==> src/rtl/ram_1r1w.sv <==
// Simple dual-port RAM with one synchronous write port and one registered synchronous read port.
// A read that collides with a write to the same address returns the old contents (read-first).
module ram_1r1w #(
    parameter int ADDR_WIDTH = 5,
    parameter int DATA_WIDTH = 16
) (
    input  logic                  clk,
    input  logic                  reset,
    input  logic [ADDR_WIDTH-1:0] s_write_addr,
    input  logic                  s_write_req,
    input  logic [DATA_WIDTH-1:0] s_write_data,
    input  logic [ADDR_WIDTH-1:0] s_read_addr,
    input  logic                  s_read_req,
    output logic [DATA_WIDTH-1:0] s_read_data
);

    localparam int DEPTH = 1 << ADDR_WIDTH;

    logic [DATA_WIDTH-1:0] mem_q [DEPTH];
    logic [DATA_WIDTH-1:0] read_data_d;
    logic [DATA_WIDTH-1:0] read_data_q;
    logic                  write_en;

    // Writes presented while reset is held are dropped; stored words survive reset.
    assign write_en = s_write_req & ~reset;

    // NOTE: the array has no reset so it can map onto block/distributed RAM; only the output register is cleared.
    always_ff @(posedge clk) begin
        if (write_en) begin
            mem_q[s_write_addr] <= s_write_data;
        end
    end

    always_comb begin
        read_data_d = read_data_q;
        if (s_read_req) begin
            read_data_d = mem_q[s_read_addr];
        end
    end

    // Read-first falls out of sampling mem_q before the same edge's write updates it.
    always_ff @(posedge clk or posedge reset) begin
        if (reset) begin
            read_data_q <= '0;
        end else begin
            read_data_q <= read_data_d;
        end
    end

    assign s_read_data = read_data_q;

endmodule

==> config.mk <==
export PLATFORM = sky130hd
export DESIGN_NAME = ram_1r1w
export DESIGN_NICKNAME = d
export VERILOG_FILES = /design/src/rtl/ram_1r1w.sv
export SDC_FILE = /design/constraint.sdc
export NUM_CORES = 1
export LEC_CHECK = 0
export ABC_AREA = 0
export BUFFER_PORTS_ARGS = -buffer_cell sky130_fd_sc_hd__buf_2
export CAP_MARGIN = 20
export CORE_AREA = 3 3 194 234
export CTS_CLUSTER_DIAMETER = 150
export CTS_CLUSTER_SIZE = 24
export DETAILED_ROUTE_END_ITERATION = 6
export DIE_AREA = 0 0 197 237
export PLACE_DENSITY = 0.72
export SLEW_MARGIN = 25
export SYNTH_ARGS = -nofsm -noshare
export SYNTH_HDL_FRONTEND = slang
export SYNTH_SLANG_ARGS = --single-unit
==> constraint.sdc <==
create_clock -name clk -period 1 [get_ports clk]
set_input_delay 0.1 -clock clk [delete_from_list [all_inputs] [get_ports clk]]
set_output_delay 0.1 -clock clk [all_outputs]
set_load 0.02 [all_outputs]
After elaboration in Yosys (flattened, before gate mapping)
Memory sizes are Yosys's and may differ from the RTL's. A register that Yosys moved wholly into a read port is not among the register bits.
Cells that the tools add are included.
- multiplexer cells: 2
- bitwise logic cells: 2
- operators by type and width (kind ; number):
    $mux W1 ; 2
    $and A1 B1 Y1 ; 1
    $not A1 Y1 ; 1
- memories kept: 1
- output and inout port bits: 16
- register bits: 0
- bits of input ports: 30
- memory bits (writable): 512
- memories (memory ; depth ; width ; rd ports ; clocked after Yosys merged registers in ; wr ports ; line ; RTL):
    mem_q ; 32 ; 16 ; 1 ; 1 ; 1 ; 19 ; logic [DATA_WIDTH-1:0] mem_q [DEPTH];

Logic depth before layout (Yosys ltp)
- depth after elaboration: 4
- depth in mapped cells: 8
- gate-level depth less buffers: 5

Worst setup path after synthesis
OpenSTA, ideal clock, no wires.
- path type: input to register
- start point: in reset
- end point: mem mem_q[12][0], enable pin
- buffers on the path: 1
- path slack: -1.207 ns
- setup time: 0.388 ns
- arrival time: 1.819 ns
- stages on the path: 5
- path through: inv_1 > nand2_1 > or3_1 > clkbuf_1 > nor2_1
- word-level cells in the longest chain between the ends: 4
- RTL lines (what ; line ; RTL):
    start: declaration ; 8 ; input logic reset,
    $not A1 Y1 ; 25 ; assign write_en = s_write_req & ~reset;
    $and A1 B1 Y1 ; 25 ;
    $mux W1 ; 29 ; if (write_en) begin
    $mux W1 (not written as such) ; 30 ; mem_q[s_write_addr] <= s_write_data;
    end: declaration ; 19 ;
No other way between the ends.

==> metrics.txt <==
Final Skew 8.42 ps; CP max stage cell edfxtp_1; largest cells by area after synthesis edfxtp_1 75%, mux2i_1 12%, a22oi_1 4.7%, dfrtp_1 1.9%, a21oi_1 1.6%; initial DRC count 1070; crit-path max FO 1; ys async rst share 3.03%; routed vias 11200; DR pass1 iterations 6; Synth area leader edfxtp_1; number of flops mapped to enable cells by yosys 512; Worst path depth 6; number of diodes 0; Final Cell Area 24700 um^2; Mapped Cells 1130; Pwr per Cell Area 1590 nW/um^2; critical path's largest stage delay 370 ps; Avg Cell Area, Syn 18.3 um^2; Yosys top cell area share 74.5%; first-pass GRT wire length 73.3 mm; Post-Layout Cell Count 1881; Die Width 197 um; FF-to-FF End s_read_data[11]; Initial Util 47.4%; WL/cell 26.4 um; Layout Nets 1337; Via density 5.93; CP endpoint kind register; Clock Latency Late Sink 560 ps; Max Slew Vio Count 0; initial antenna violation count 1; largest net degree at the start of global routing 36; Seq/Total Area, Yosys 76.4%; Routed Antenna Nets 0; final setup fails 32; kind of critical path reg -> reg; Power Total 39300 uW; critical-path cell list mux2i_1 -> a22oi_1 -> buf_4 -> a21oi_2 -> nor4_4 -> mux2_4; utilization after layout 56.7%; hpwl dp 31.1 mm; layout cell share with drive strength beyond 1 27.2%; crit path time final 1490 ps; Critical path buffers and inverters 1; crit path capture s_read_data[11]; Max Fclk 673 MHz; r2r worst-path depth 6; Worst-path clk slew 90 ps; failing checks setup timing; register bit total from synthesis 528; Worst-Margin Slew 716 ps; RSZ-0062 raised after global routing true; Top-Level Pins 46; Main synth FF type edfxtp_1; clock tree buffer depth 3; Die Y 237 um; LEAKAGE 0.00850 uW; worst r2r src mem_q[25][11]; Worst Slack Setup Final -486 ps; Die Area 46700 um^2; Syn Std Cell Area 20600 um^2; Area growth, synth to finish 19.6%; wirelength, routed 49.6 mm; placed insts 1834; Tcrit/Tclk final 149%; cell family with most CP delay multiplexers; syn_nets 1160; clk sinks 528; TNS Setup -10830 ps; filler cell count 3216; Placement Cell Area 23400 um^2; total track usage 21.2%; R2R setup slack -490 ps; cts bufs inserted 25; Distinct cells, synth 28; Max Cap Violations 0; Worst VDD drop 1.07 mV; CTS tree done; row count 84; core area 43500 um^2; vias in the first global route 11200; CTS H-tree depth 1; Remaining Overflow, GRT 0; drt drc 0; Root Buffer clkbuf_16; Req. time, crit path 1460 ps; Fin. Hold Viols 0; HP Class in -> reg; Port Buf Inserts 45; Worst setup SP type register; routability cong. 0.807; Setup crit start mem_q[25][11]; CP arrival 1940 ps; status complete, but fails checks; relative slew slack 52.3%; number of synthesis warnings 0; top cells by count, synth 512 x edfxtp_1, 256 x mux2i_1, 128 x a22oi_1, 64 x a21oi_1, 35 x nor2_1; count leader, synth edfxtp_1
report_power, final:
part	internal, uW	switching, uW	leakage [uW]	total (uW)
clock	4730	6300	0.000328	11000
sequential	24500	196	0.00478	24700
combinational	1620	1990	0.00340	3610
total	30800	8480	0.00850	39300
area by class of cell:
| cell class | count | area [um^2] | area share, % |
|---|---|---|---|
| sequential | 528 | 15800 | 63.9 |
| multi-input combinational | 535 | 5000 | 20.3 |
| timing repair buffer | 216 | 2500 | 10.1 |
| tap | 559 | 699 | 2.83 |
| clock buffer | 42 | 689 | 2.79 |
| inverter | 1 | 7.51 | 0.0304 |
metal layers:
layer,global-route usage (%),wire [um]
met2,37.0,25700
met3,2.48,3400
met5,0,0
met4,5.62,978
met1,28.4,19500
cells in the final DEF, fill, tap and decap left out, types with 2 or more instances in the layout:
cell type,count
nor2_4,17
nor4_1,4
a21oi_1,34
buf_6,17
nand2_1,3
buf_2,28
nand3b_1,3
nand2b_1,2
or3_1,2
edfxtp_1,512
clkbuf_1,17
buf_4,98
mux2i_2,4
nor2_2,17
nor4_2,8
nor2b_4,2
mux2i_1,252
a22oi_1,115
a21oi_4,10
clkbuf_16,25
or3b_2,2
dlygate4sd3_1,2
a22oi_2,13
nor4_4,4
dfrtp_1,12
mux2_4,13
buf_12,70
dfrtp_2,4
a21oi_2,20
mux2_2,3
worst min-delay path by stage:
stage	to	from	cells after the start	slack (ps)
global placement	s_read_data[7]	reset	4	390
CTS	mem_q[4][6]	s_write_data[6]	1	80
finish	mem_q[27][0]	s_write_data[0]	1	100
floorplan	s_read_data[0]	reset	1	-60
global route	mem_q[27][0]	s_write_data[0]	1	100
detailed placement	s_read_data[6]	reset	4	400
logic make-up after synthesis:
family	after synthesis	share of synthesized area [%]
AOI/OAI and AO/OA	192	6.21
buffers and inverters	67	2.33
DFF	528	76.4
muxes	272	13.3
and+or+nand+nor	71	1.73
registers in the layout (all words and copies together) (netlist names):
name,count
mem_q,512
s_read_data,16
through the flow:
step	worst slack [ps]	hold WS (ps)
final	-486	98.1
after global routing	-548	102
after CTS	-530	84.8
after detailed placement	-1050	401
after global placement	-1040	395
after floorplan	-705	-60.2
timing repair:
item,4_1_cts,5_1_grt
gates resized for setup,82,41
setup buffers,7,4
pin swaps,38,41
hold buffers,2,0
endpoints found under the setup margin,32,32
hold endpoints to repair,17,0
Note: power is estimated with default switching activity, not from simulation.
